`src/rtl/count_sched.sv`:
```
// count_sched: round-robin scheduler sharing one start/stop interval counter among NREQ requesters.
// Sequences the winner through clear, start, run-to-target and stop; reports done, abort or timeout.
module count_sched #(
  parameter int unsigned NREQ = 4,
  parameter int unsigned CW   = 4,
  parameter int unsigned TMO  = 20
) (
  input  logic                 clk,
  input  logic                 reset,
  input  logic [NREQ-1:0]      req,
  input  logic [NREQ*CW-1:0]   target,
  output logic [NREQ-1:0]      gnt,
  output logic [NREQ-1:0]      done,
  output logic                 err,
  output logic                 busy,
  output logic [CW-1:0]        result,
  output logic                 cnt_rst,
  output logic                 cnt_start,
  output logic                 cnt_stop,
  input  logic [CW-1:0]        count
);
  localparam int unsigned IW = (NREQ > 1) ? $clog2(NREQ) : 1;
  localparam int unsigned WW = $clog2(TMO);

  typedef enum logic [2:0] {StIdle, StClear, StArm, StRun, StStop} state_e;

  state_e          state_q, state_d;
  logic [IW-1:0]   rr_q, rr_d;
  logic [IW-1:0]   idx_q, idx_d;
  logic [CW-1:0]   tgt_q, tgt_d;
  logic [WW-1:0]   wd_q, wd_d;
  logic [NREQ-1:0] gnt_q, gnt_d;
  logic [NREQ-1:0] done_q, done_d;
  logic            err_q, err_d;
  logic            busy_q, busy_d;
  logic [CW-1:0]   result_q, result_d;
  logic            cnt_rst_q, cnt_rst_d;
  logic            cnt_start_q, cnt_start_d;
  logic            cnt_stop_q, cnt_stop_d;

  logic [IW-1:0]   pick, cand;
  logic            found;
  logic [CW-1:0]   pick_tgt;

  // First requester at or above the rr pointer, wrapping modulo NREQ.
  always_comb begin
    pick     = '0;
    cand     = '0;
    found    = 1'b0;
    pick_tgt = '0;
    for (int i = 0; i < int'(NREQ); i++) begin
      cand = IW'((int'(rr_q) + i) % int'(NREQ));
      if (!found && req[cand]) begin
        found = 1'b1;
        pick  = cand;
      end
    end
    for (int i = 0; i < int'(NREQ); i++) begin
      if (pick == IW'(i)) pick_tgt = target[i*CW +: CW];
    end
  end

  always_comb begin
    state_d  = state_q;
    rr_d     = rr_q;
    idx_d    = idx_q;
    tgt_d    = tgt_q;
    wd_d     = wd_q;
    gnt_d    = gnt_q;
    done_d   = '0;
    err_d    = 1'b0;
    result_d = result_q;
    unique case (state_q)
      StIdle: begin
        if (found) begin
          idx_d       = pick;
          tgt_d       = pick_tgt;
          gnt_d       = '0;
          gnt_d[pick] = 1'b1;
          state_d     = StClear;
        end
      end
      StClear: begin
        // A zero target completes immediately without ever starting the counter.
        if (tgt_q == '0) begin
          state_d  = StStop;
          result_d = '0;
          done_d   = gnt_q;
        end else begin
          state_d = StArm;
        end
      end
      StArm: begin
        wd_d    = '0;
        state_d = StRun;
      end
      StRun: begin
        if (!(|(req & gnt_q))) begin
          state_d = StStop;
        end else if (wd_q == WW'(TMO - 1)) begin
          state_d = StStop;
          err_d   = 1'b1;
        end else if (count == tgt_q) begin
          state_d  = StStop;
          result_d = count;
          done_d   = gnt_q;
        end else begin
          wd_d = wd_q + 1'b1;
        end
      end
      StStop: begin
        state_d = StIdle;
        gnt_d   = '0;
        rr_d    = (idx_q == IW'(NREQ - 1)) ? '0 : idx_q + 1'b1;
      end
      default: begin
        state_d = StIdle;
        gnt_d   = '0;
      end
    endcase
    busy_d      = (state_d != StIdle);
    cnt_rst_d   = (state_d == StIdle) || (state_d == StClear);
    cnt_start_d = (state_d == StArm);
    cnt_stop_d  = (state_d == StStop);
  end

  always_ff @(posedge clk or negedge reset) begin
    if (!reset) begin
      state_q     <= StIdle;
      rr_q        <= '0;
      idx_q       <= '0;
      tgt_q       <= '0;
      wd_q        <= '0;
      gnt_q       <= '0;
      done_q      <= '0;
      err_q       <= 1'b0;
      busy_q      <= 1'b0;
      result_q    <= '0;
      cnt_rst_q   <= 1'b1;
      cnt_start_q <= 1'b0;
      cnt_stop_q  <= 1'b0;
    end else begin
      state_q     <= state_d;
      rr_q        <= rr_d;
      idx_q       <= idx_d;
      tgt_q       <= tgt_d;
      wd_q        <= wd_d;
      gnt_q       <= gnt_d;
      done_q      <= done_d;
      err_q       <= err_d;
      busy_q      <= busy_d;
      result_q    <= result_d;
      cnt_rst_q   <= cnt_rst_d;
      cnt_start_q <= cnt_start_d;
      cnt_stop_q  <= cnt_stop_d;
    end
  end

  assign gnt       = gnt_q;
  assign done      = done_q;
  assign err       = err_q;
  assign busy      = busy_q;
  assign result    = result_q;
  assign cnt_rst   = cnt_rst_q;
  assign cnt_start = cnt_start_q;
  assign cnt_stop  = cnt_stop_q;

endmodule

```
`config.mk`:
```
export PLATFORM = sky130hd
export DESIGN_NAME = count_sched
export DESIGN_NICKNAME = d
export VERILOG_FILES = /design/src/rtl/count_sched.sv
export SDC_FILE = /design/constraint.sdc
export NUM_CORES = 1
export LEC_CHECK = 0
export CAP_MARGIN = 0
export CORE_ASPECT_RATIO = 1.4
export CORE_MARGIN = 2
export CORE_UTILIZATION = 45
export DETAILED_ROUTE_END_ITERATION = 10
export PLACE_DENSITY = 0.74
export SLEW_MARGIN = 5
export SYNTH_ARGS = -nofsm -noshare
export SYNTH_HDL_FRONTEND = slang
export SYNTH_SLANG_ARGS = --single-unit
```
`constraint.sdc`:
```
create_clock -name clk -period 3.86 [get_ports clk]
set_input_delay 1.158 -clock clk [delete_from_list [all_inputs] [get_ports clk]]
set_output_delay 1.158 -clock clk [all_outputs]
set_load 0.02 [all_outputs]
```
### Word level (Yosys, flattened, before mapping)

Index checks and enable logic that the tools add are counted.

| word-level totals | value |
|---|---|
| input bits | 26 |
| word-level logic and storage cells | 114 |
| register bits after elaboration | 33 |
| output and inout port bits | 17 |

| cells by class | value |
|---|---|
| multiplexer cells | 48 |
| reductions and logical operators | 21 |
| add/sub/neg operators | 5 |
| order comparisons | 6 |
| bitwise logic cells | 2 |
| equal/unequal tests | 19 |

Operators by type and width:

| cell | count |
|---|---|
| 2-to-1 mux 4 bit | 13 |
| case mux 4 bit (2 select lines) | 3 |
| less-than comparator 2 x 3 -> 1 bit, second input constant | 5 |
| 2-to-1 mux 3 bit | 5 |
| 2-to-1 mux 5 bit | 3 |
| 2-to-1 mux 1 bit | 12 |
| != test 2 bit, second input constant | 6 |
| case mux 3 bit (4 select lines) | 1 |
| 2-to-1 mux 2 bit | 5 |
| case mux 5 bit (2 select lines) | 1 |
| == test 3 x 2 -> 1 bit, second input constant | 3 |
| binary-select mux 1 bit (select 2 bit) | 4 |
| == test 2 bit, second input constant | 3 |
| == test 3 x 1 -> 1 bit, second input constant | 2 |
| == test 3 bit, second input constant | 2 |
| zero test 3 bit | 2 |
| adder 5 x 1 -> 5 bit, second input constant | 1 |
| == test 5 bit, second input constant | 1 |
| AND reduction 5 bit | 1 |
| adder 2 x 1 -> 2 bit, second input constant | 2 |
| adder 2 bit, second input constant | 2 |
| bitwise AND 4 bit | 1 |
| == test 4 bit | 1 |
| logical AND 1 bit | 4 |
| 14 further kinds | 18 |

### Logic depth before layout (Yosys ltp)

Gate-level depths: netlist (run 1).

| logic depth | value |
|---|---|
| depth after elaboration | 18 |
| depth in mapped cells | 8 |
| gate-level depth less buffers | 5 |

### Worst setup path after synthesis (run 1)

Ideal clock, no wire load.

| timing | value |
|---|---|
| path kind | input to register |
| start | in req[0] |
| end | reg tgt_q[2] |
| library setup time | 0.129 ns |
| stages on the path | 5 |
| slack | 1.600 ns |
| arrival | 2.132 ns |
| required time | 3.731 ns |
| buffers on the path | 0 |
| path through | or4_4 > nand3_4 > a21oi_2 > a21bo_2 > o211ai_2 |

| between the ends | value |
|---|---|
| cells in the longest elaborated chain, start to end | 17 |
| elaborated cells between the ends (all ways) | 31 |
| classes of those cells | eq/ne: 3; mux: 20; reduce/logical: 8 |

RTL lines:

| item | line | text |
|---|---|---|
| from (decl) | 10 | `input logic [NREQ-1:0] req,` |
| binary-select mux 1 bit (select 2 bit) | 53 | `if (!found && req[cand]) begin` |
| 2-to-1 mux 1 bit (implied by the code) | 53 |  |
| 2-to-1 mux 1 bit | 53 |  |
| zero test 1 bit | 53 |  |
| logical AND 1 bit | 53 |  |
| 2-to-1 mux 1 bit | 53 |  |
| zero test 1 bit | 53 |  |
| logical AND 1 bit | 53 |  |
| 2-to-1 mux 1 bit | 53 |  |
| zero test 1 bit | 53 |  |
| logical AND 1 bit | 53 |  |
| 2-to-1 mux 2 bit | 53 |  |
| zero test 2 bit | 59 | `if (pick == IW'(i)) pick_tgt = target[i*CW +: CW];` |
| 2-to-1 mux 4 bit (4 in series) | 59 |  |
| to (signal assigned) | 146 | `tgt_q <= tgt_d;` |
| to (decl) | 30 | `logic [CW-1:0] tgt_q, tgt_d;` |

Several ways; a longest one is shown, not always the timed one. The select of a mux whose other input is x is not followed.
A chain may end at the register's enable or synchronous reset.

### Final worst setup path (run 1)

| timing | value |
|---|---|
| start | in req[3] |
| end | reg tgt_q[2] |

Same word-level chain as after synthesis.

==> flow_metrics.env, run 1 <==
export IMPL_status="finished clean"
export IMPL_fin_skew_ps=11.0
export IMPL_drt_total_wl_mm=3.75
export IMPL_regToRegStartpoint="state_q[0]"
export IMPL_drc_errors=0
export IMPL_max_clock_freq_ghz=0.374
export IMPL_synthesis_area_sq_um=1790
export IMPL_fill_cells=320
export IMPL_cellInternalPower_w=0.000963
export IMPL_finish_net_count=250
export IMPL_drt_initial_drc_count=42
export IMPL_crit_path_max_fanout=7
export IMPL_worstPathCellList="clkdlybuf4s50_1, nor2b_2, o21a_4, nor3_4, mux2i_1, o211ai_2"
export IMPL_grt_setup_unrepaired="no"
export IMPL_cts_root_buffer="sky130_fd_sc_hd__clkbuf_8"
export IMPL_seq_power_share_pct=38.5
export IMPL_power_share_switching_pct=40.5
export IMPL_worst_r2r_path_depth=4
export IMPL_initial_utilization_pct=46.1
export IMPL_setup_violations_final=0
export IMPL_antenna_left=0
export IMPL_power_per_cell_area_nw_per_um2=697
export IMPL_most_common_layout_cells="sky130_fd_sc_hd__clkdlybuf4s50_1, sky130_fd_sc_hd__dfrtp_1, sky130_fd_sc_hd__nand2_1"
export IMPL_crit_slowest_cell="sky130_fd_sc_hd__clkdlybuf4s50_1"
export IMPL_drt_first_pass_iters=4
export IMPL_max_transition_margin_pct=68.5
export IMPL_wire_length_of_the_first_global_routing_pass_mm=6.22
export IMPL_post_route_cell_area_sq_um=2320
export IMPL_synth_flop_cell="sky130_fd_sc_hd__dfrtp_1"
export IMPL_finalWorstSetupSlack_ps=1190
export IMPL_synth_edff_count=0
export IMPL_clk_latency_ps=290
export IMPL_yosys_warnings=0
export IMPL_postCtsResizedCells=0
export IMPL_worst_endpoint_required_ps=4030
export IMPL_gr_total_overflow=0
export IMPL_cellLeakagePower_nw=0.993
export IMPL_die_w_um=57.3
export IMPL_cts_buffers_inserted=5
export IMPL_placementRows=27
export IMPL_worst_path_largest_cell_delay_ps=620
export IMPL_post_dp_cell_area_sq_um=2240
export IMPL_clk_pin_slew_worst_paths_ps=70
export IMPL_hold_path_startpoint="idx_q[0]"
export IMPL_via_density_per_instance=5.48
export IMPL_diodes=0
export IMPL_worst_endpoint_arrival_ps=2840
export IMPL_power_ir_vdd_worst_uv=353
export IMPL_layout_drive_gt1_share_pct=10.3
export IMPL_switch_pwr_w=0.000656
export IMPL_fp_coreArea_sq_um=3880
export IMPL_synth_net_count=206
export IMPL_routed_via_count=1457
export IMPL_worst_slew_pin_slew_ps=473
export IMPL_grt_antenna_before_repair=0
export IMPL_cts_post_setup_buffers_inserted=0
export IMPL_min_delay_path_depth=1
export IMPL_cap_viol_max_count=0
export IMPL_dp_slack_ps=886
export IMPL_synth_unique_cells=54
export IMPL_p_clk_share_pct=15.6
export IMPL_finalMaxSlewViolations=0
export IMPL_power_frac_comb_pct=45.9
export IMPL_cell_count_after_synthesis=178
export IMPL_h_tree_level_count=2
export IMPL_maximum_number_of_pins_on_one_net_before_global_route_repair=34
export IMPL_syn_area_per_cell_sq_um=10.1
export IMPL_critical_path_startpoint_type="input port"
export IMPL_min_period_over_period_pct=69.3
export IMPL_critPathCaptureType="register"
export IMPL_yosysSeqAreaShare_pct=46.2
export IMPL_worst_hold_path_type="register to register"
export IMPL_r2r_setup_slack_ps=2130
export IMPL_ys_seq_elements=33
export IMPL_min_to="rr_q[0]"
export IMPL_critical_path_reg2reg_endpoint="result[3]"
export IMPL_final_common_cell="sky130_fd_sc_hd__clkdlybuf4s50_1"
export IMPL_timing_setup_critical_path_class="input port to register"
export IMPL_gp_routability_congestion=0.782
export IMPL_die_area_sq_um=4510
export IMPL_post_cts_hold_buffer_count=0
export IMPL_hpwlAfterDp_mm=2.81
export IMPL_area_growth_syn_to_layout_pct=29.7
export IMPL_io_buffers=42
export IMPL_accumulated_negative_setup_slack_ps=0
export IMPL_die_height_um=78.7
export IMPL_tritoncts="built"
export IMPL_synth_async_reset_ratio_pct=100
export IMPL_clock_path_buffers=2
export IMPL_detail_route_wl_per_cell_um=14.1
export IMPL_io_pins=43
export IMPL_min_period_ps=2670
export IMPL_cts_sinks=33
export IMPL_report_final_hold_viol_count=0
export IMPL_grt_total_usage_pct=18.2
export IMPL_first_global_vias=1392
## state kept, by name, summed over array words and instances (netlist names)
| signal | cells |
|---|---|
| wd_q | 5 |
| done | 4 |
| gnt | 4 |
| result | 4 |
| tgt_q | 4 |
| state_q | 3 |
| idx_q | 2 |
| rr_q | 2 |
| busy | 1 |
| cnt_rst | 1 |
| cnt_start | 1 |
| cnt_stop | 1 |
| err | 1 |
## logic make-up after synthesis
family / after synthesis / synth area share [%]
xor gates and xnor gates: 4 / 1.96
adders and majority gates: 2 / 1.40
AOI/OAI and AO/OA: 37 / 16.3
DFF: 33 / 46.2
buffers and inverters: 12 / 3.14
and+or+nand+nor: 79 / 24.7
muxes: 11 / 6.35
## synthesized netlist by cell type (all sizes together) (3+ instances only)
library cell	number	area, sq um
dfrtp	32	801
nand2	27	101
nand3	10	62.6
nand4	9	56.3
a21oi	8	47.6
mux2i	8	80.1
nor2	8	32.5
inv	6	25.0
nor2b	5	33.8
o211ai	5	42.5
o31ai	5	37.5
a21bo	4	40.0
a22o	4	35.0
buf	4	22.5
xnor2	4	35.0
mux2	3	33.8
nor3	3	26.3
o21ai	3	18.8
## final cells by class
| type | instances | area [sq um] | area share, % |
|---|---|---|---|
| clock inverters | 1 | 5.00 | 0.215 |
| multi-input cells | 133 | 908 | 39.1 |
| repair buffers | 43 | 428 | 18.4 |
| well taps | 43 | 53.8 | 2.32 |
| flip-flops and latches | 33 | 827 | 35.6 |
| clock buffers | 7 | 76.3 | 3.28 |
| inverters | 6 | 25.0 | 1.08 |
## metrics by stage
step | util (%) | cells | power [W] | hold slack (ps)
floorplan | - | 178 | 0.00114 | 451
global placement | 57.7 | 258 | 0.00136 | 476
detailed placement | 57.7 | 258 | 0.00138 | 486
CTS | 59.8 | 266 | 0.00163 | 491
global route | 59.8 | 266 | 0.00174 | 511
finish | 59.8 | 266 | 0.00162 | 489
## power groups by stage
stage          Sequential [W]  Combinational (W)  Clock [W]
2_1_floorplan        0.000628           0.000516          0
4_1_cts              0.000620           0.000750   0.000257
5_1_grt              0.000644           0.000819   0.000276
3_5_place_dp         0.000626           0.000749          0
3_3_place_gp         0.000624           0.000736          0
6_report             0.000623           0.000744   0.000252
## critical path: cells and delay by family
kind / cells / cell delay (ps)
compound gates: 2 / 350
buf+inv: 1 / 620
simple gates: 2 / 460
mux: 1 / 260
## per-layer routing
metal | vias to the layer above | track usage (%) | share of wire, %
met5 | - | 0 | 0
met4 | 0 | 9.30 | 2.3
met3 | 6 | 4.12 | 2.9
met2 | 33 | 30.8 | 53
met1 | 684 | 21.2 | 42
li1 | 734 | - | -
## worst max-delay path by stage
| stage | startpoint | end | cells past startpoint |
|---|---|---|---|
| 3_5_place_dp | req[3] | tgt_q[2] | 6 |
| 3_3_place_gp | req[3] | tgt_q[2] | 6 |
| 6_report | req[3] | tgt_q[2] | 6 |
| 4_1_cts | req[3] | tgt_q[2] | 6 |
| 2_1_floorplan | req[0] | tgt_q[2] | 5 |
| 5_1_grt | req[0] | result[3] | 6 |
(Power assumes the default switching activity.)
==> run 2: changes to the inputs <==
- CORE_UTILIZATION: 45 -> 44
- PLACE_DENSITY: 0.74 -> 0.75
- clock period: 3.86 -> 2.2 ns (I/O delays scaled with it)
==> flow_metrics.env, run 2 (synthesis results as in run 1) <==
export IMPL_io_pins=43
export IMPL_hpwlAfterDp_mm=2.97
export IMPL_fin_skew_ps=6.71
export IMPL_final_common_cell="sky130_fd_sc_hd__clkdlybuf4s50_1"
export IMPL_fp_coreArea_sq_um=3920
export IMPL_cp_startpoint="req[3]"
export IMPL_drt_total_wl_mm=3.83
export IMPL_total_power_w=0.00294
export IMPL_regToRegStartpoint="rr_q[1]"
export IMPL_finish_utilization_pct=62.0
export IMPL_grt_total_usage_pct=18.6
export IMPL_finalMaxSlewViolations=0
export IMPL_antenna_left=0
export IMPL_status="finished clean"
export IMPL_tritoncts="built"
export IMPL_area_growth_syn_to_layout_pct=35.5
export IMPL_whs_ps=499
export IMPL_report_final_hold_viol_count=0
export IMPL_worst_path_largest_cell_delay_ps=560
export IMPL_min_period_over_period_pct=93.9
export IMPL_io_buffers=42
export IMPL_first_global_vias=1479
export IMPL_most_common_layout_cells="sky130_fd_sc_hd__clkdlybuf4s50_1, sky130_fd_sc_hd__dfrtp_1, sky130_fd_sc_hd__nand2_1"
export IMPL_via_density_per_instance=5.54
export IMPL_accumulated_negative_setup_slack_ps=0
export IMPL_die_w_um=57.9
export IMPL_power_per_cell_area_nw_per_um2=1210
export IMPL_hold_path_startpoint="idx_q[0]"
export IMPL_worst_hold_path_type="register to register"
export IMPL_dp_cells=272
export IMPL_layout_drive_gt1_share_pct=15.6
export IMPL_largest_reg_flops=5
export IMPL_critPathCaptureType="register"
export IMPL_worst_endpoint_required_ps=2370
export IMPL_gp_routability_congestion=0.777
export IMPL_drt_initial_drc_count=57
export IMPL_worst_endpoint_arrival_ps=2230
export IMPL_drt_first_pass_iters=4
export IMPL_worstPathCellList="clkdlybuf4s50_1, nor2b_2, o21a_4, nor3_4, mux2i_1, o211ai_2"
export IMPL_cts_post_setup_buffers_inserted=0
export IMPL_placementRows=27
export IMPL_largest_register="wd_q"
export IMPL_clk_pin_slew_worst_paths_ps=60
export IMPL_maximum_number_of_pins_on_one_net_before_global_route_repair=34
export IMPL_finish_net_count=264
export IMPL_timing_setup_critical_path_class="input port to register"
export IMPL_power_ir_vdd_worst_uv=872
export IMPL_max_clock_freq_ghz=0.484
export IMPL_detail_route_wl_per_cell_um=13.7
export IMPL_die_height_um=79.5
export IMPL_post_cts_hold_buffer_count=0
export IMPL_h_tree_level_count=2
export IMPL_routed_via_count=1552
export IMPL_cap_viol_max_count=0
export IMPL_cellLeakagePower_nw=1.06
export IMPL_max_transition_margin_pct=70.2
export IMPL_cts_root_buffer="sky130_fd_sc_hd__clkbuf_8"
export IMPL_crit_path_max_fanout=6
export IMPL_clock_path_buffers=2
export IMPL_fill_cells=358
export IMPL_worst_slew_pin_slew_ps=447
export IMPL_grt_antenna_before_repair=0
export IMPL_min_period_ps=2070
export IMPL_drc_errors=0
export IMPL_setup_violations_final=0
export IMPL_postCtsResizedCells=0
export IMPL_wire_length_of_the_first_global_routing_pass_mm=6.53
export IMPL_gr_total_overflow=0
export IMPL_die_area_sq_um=4610
export IMPL_critical_path_startpoint_type="input port"
export IMPL_grt_setup_unrepaired="no"
export IMPL_initial_utilization_pct=45.7
export IMPL_cts_buffers_inserted=5
export IMPL_diodes=0
export IMPL_layoutNonFillerInstCount=280
export IMPL_cts_sinks=33
export IMPL_crit_slowest_cell="sky130_fd_sc_hd__clkdlybuf4s50_1"
export IMPL_r2r_setup_slack_ps=480
export IMPL_clk_latency_ps=290
==> run 2: critical path, delay by kind of cell <==
kind                   cells  cell delay (ps)
buffers and inverters      1              560
muxes                      1              270
AOI/OAI and AO/OA          2              330
and+or+nand+nor            2              420
==> run 2: stage by stage <==
stage / setup slack, ps / instance area, sq um
6_report: 135 / 2430
3_5_place_dp: -154 / 2350
5_1_grt: 30.4 / 2430
2_1_floorplan: 438 / 1790
4_1_cts: 139 / 2430
3_3_place_gp: -156 / 2350
==> run 2: worst paths after layout <==
check	endpoint	cells past startpoint
hold / removal	rr_q[0]	1
setup reg to reg	tgt_q[2]	5
min in group asynchronous	gnt[2]	2
max in group asynchronous	cnt_rst	2
hold reg to reg	rr_q[0]	1
setup / recovery	tgt_q[2]	6
==> run 2: routing by layer <==
metal	global-route usage [%]	vias to the layer above	share of wire (%)
met5	0	-	0
met4	9.07	0	2.3
met3	3.89	8	3.8
met2	32.2	39	51
met1	21.5	735	43
li1	-	770	-
==> run 2: cell type report <==
type	instances	area [sq um]	share of cell area, %
flip-flops and latches	33	827	34.1
clock inverters	1	5.00	0.206
multi-input cells	133	908	37.4
well taps	43	53.8	2.22
clock buffers	7	76.3	3.14
repair buffers	57	533	21.9
inverters	6	25.0	1.03
==> run 2: report_power, final <==
group / leakage, nW / internal, W / switching, W
Combinational: 0.595 / 0.000708 / 0.000697
Sequential: 0.424 / 0.000839 / 0.000266
Clock: 0.0422 / 0.000221 / 0.000206
==> run 3: changes to the inputs <==
- CORE_ASPECT_RATIO: 1.4 -> 1.2
==> flow_metrics.env, run 3 (synthesis results as in run 1) <==
export IMPL_crit_slowest_cell="sky130_fd_sc_hd__clkdlybuf4s50_1"
export IMPL_layout_drive_gt1_share_pct=16.3
export IMPL_max_transition_margin_pct=69.0
export IMPL_drt_first_pass_iters=4
export IMPL_initial_utilization_pct=45.8
export IMPL_cap_viol_max_count=0
export IMPL_total_power_w=0.00301
export IMPL_worst_hold_path_type="register to register"
export IMPL_setup_violations_final=0
export IMPL_final_seq_area_sq_um=827
export IMPL_routed_via_count=1547
export IMPL_cp_startpoint="req[3]"
export IMPL_regToRegStartpoint="state_q[2]"
export IMPL_clock_path_buffers=2
export IMPL_tritoncts="built"
export IMPL_maximum_number_of_pins_on_one_net_before_global_route_repair=34
export IMPL_grt_total_usage_pct=20.1
export IMPL_detail_route_wl_per_cell_um=14.1
export IMPL_grt_antenna_before_repair=0
export IMPL_timing_setup_critical_path_class="input port to register"
export IMPL_cts_sinks=33
export IMPL_hpwlAfterDp_mm=3.15
export IMPL_multi_input_comb_area_sq_um=908
export IMPL_fin_skew_ps=8.87
export IMPL_clk_pin_slew_worst_paths_ps=60
export IMPL_hold_path_startpoint="idx_q[1]"
export IMPL_cp_num_buf_inv=1
export IMPL_io_pins=43
export IMPL_min_period_ps=2080
export IMPL_post_cts_hold_buffer_count=0
export IMPL_final_common_cell="sky130_fd_sc_hd__clkdlybuf4s50_1"
export IMPL_power_ir_vdd_worst_uv=465
export IMPL_largest_register="wd_q"
export IMPL_max_clock_freq_ghz=0.480
export IMPL_finish_net_count=266
export IMPL_die_w_um=62.3
export IMPL_cts_post_setup_buffers_inserted=0
export IMPL_postCtsResizedCells=0
export IMPL_die_area_sq_um=4600
export IMPL_clk_latency_ps=280
export IMPL_finalMaxSlewViolations=0
export IMPL_grt_setup_unrepaired="no"
export IMPL_gr_total_overflow=0
export IMPL_io_buffers=42
export IMPL_worstPathCellList="clkdlybuf4s50_1, nor2b_2, o21a_4, nor3_4, mux2i_1, o211ai_2"
export IMPL_critPathCaptureType="register"
export IMPL_die_height_um=73.9
export IMPL_largest_reg_flops=5
export IMPL_critical_path_s_top_delay_family="buffers and inverters"
export IMPL_diodes=0
export IMPL_drt_total_wl_mm=4.12
export IMPL_worst_endpoint_required_ps=2360
export IMPL_drc_errors=0
export IMPL_min_period_over_period_pct=94.7
export IMPL_drt_initial_drc_count=63
export IMPL_report_final_hold_viol_count=0
export IMPL_first_global_vias=1576
export IMPL_worst_slew_pin_slew_ps=465
export IMPL_most_common_layout_cells="sky130_fd_sc_hd__clkdlybuf4s50_1, sky130_fd_sc_hd__dfrtp_1, sky130_fd_sc_hd__nand2_1"
export IMPL_post_route_cell_area_sq_um=2470
export IMPL_gp_routability_congestion=0.853
export IMPL_fill_cells=365
export IMPL_critical_path_startpoint_type="input port"
export IMPL_wire_length_of_the_first_global_routing_pass_mm=7.11
export IMPL_cts_buffers_inserted=5
export IMPL_antenna_left=0
export IMPL_power_per_cell_area_nw_per_um2=1220
export IMPL_cts_root_buffer="sky130_fd_sc_hd__clkbuf_8"
export IMPL_worst_path_largest_cell_delay_ps=550
export IMPL_post_dp_cell_area_sq_um=2380
export IMPL_area_growth_syn_to_layout_pct=37.6
export IMPL_crit_path_max_fanout=6
export IMPL_h_tree_level_count=2
export IMPL_status="finished clean"
export IMPL_worst_endpoint_arrival_ps=2250
export IMPL_via_density_per_instance=5.28
export IMPL_placementRows=25
export IMPL_fp_coreArea_sq_um=3910
export IMPL_cellLeakagePower_nw=1.07
run 3: cell count changes in the layout (fill, tap and decap cells not counted), sizes merged:
cell | before | now
buf | 15 | 17
clkbuf | 7 | 8
clkinv | 1 | 0
run 3: worst min-delay path, delay by kind of cell, from the launching register on:
| family | cells | cell delay, ps |
|---|---|---|
| simple gates | 2 | 110 |
| flops | 1 | 370 |
run 3: final timing paths:
path / to / slack, ps / cells past startpoint
max: tgt_q[2] / 120 / 6
min: idx_q[1] / 510 / 2
max reg2reg: result[3] / 440 / 5
min reg2reg: idx_q[1] / 510 / 2
max in group asynchronous: cnt_rst / 1080 / 2
min in group asynchronous: rr_q[1] / 780 / 2
run 3: metal layers:
layer	GRT usage [%]	routed length, um	vias to the layer above
li1	-	-	767
met1	22.4	1760	737
met2	37.7	2140	37
met3	4.59	144	6
met4	8.15	75	0
met5	0	0	-
run 3: per-stage QoR:
step | setup WS, ps | hold WS, ps | utilization, % | TNS, ps | instances
after floorplan | 438 | 364 | - | 0 | 178
after global placement | -198 | 476 | 60.8 | -1700 | 285
after detailed placement | -174 | 488 | 60.8 | -2270 | 285
after CTS | 118 | 503 | 63.1 | 0 | 293
after global routing | 5.67 | 553 | 63.1 | 0 | 293
final | 116 | 513 | 63.1 | 0 | 293
run 3: layout make-up:
type / instances / area share, %
flip-flops and latches: 33 / 33.5
well taps: 54 / 2.74
inverters: 6 / 1.01
clock buffers: 8 / 3.65
repair buffers: 59 / 22.2
multi-input cells: 133 / 36.8
run 3: power by group:
| part | internal [W] | total [W] | switching (W) | leakage, nW |
|---|---|---|---|---|
| Combinational | 0.000724 | 0.00144 | 0.000717 | 0.605 |
| Clock | 0.000255 | 0.000460 | 0.000205 | 0.0455 |
| Sequential | 0.000839 | 0.00111 | 0.000270 | 0.424 |
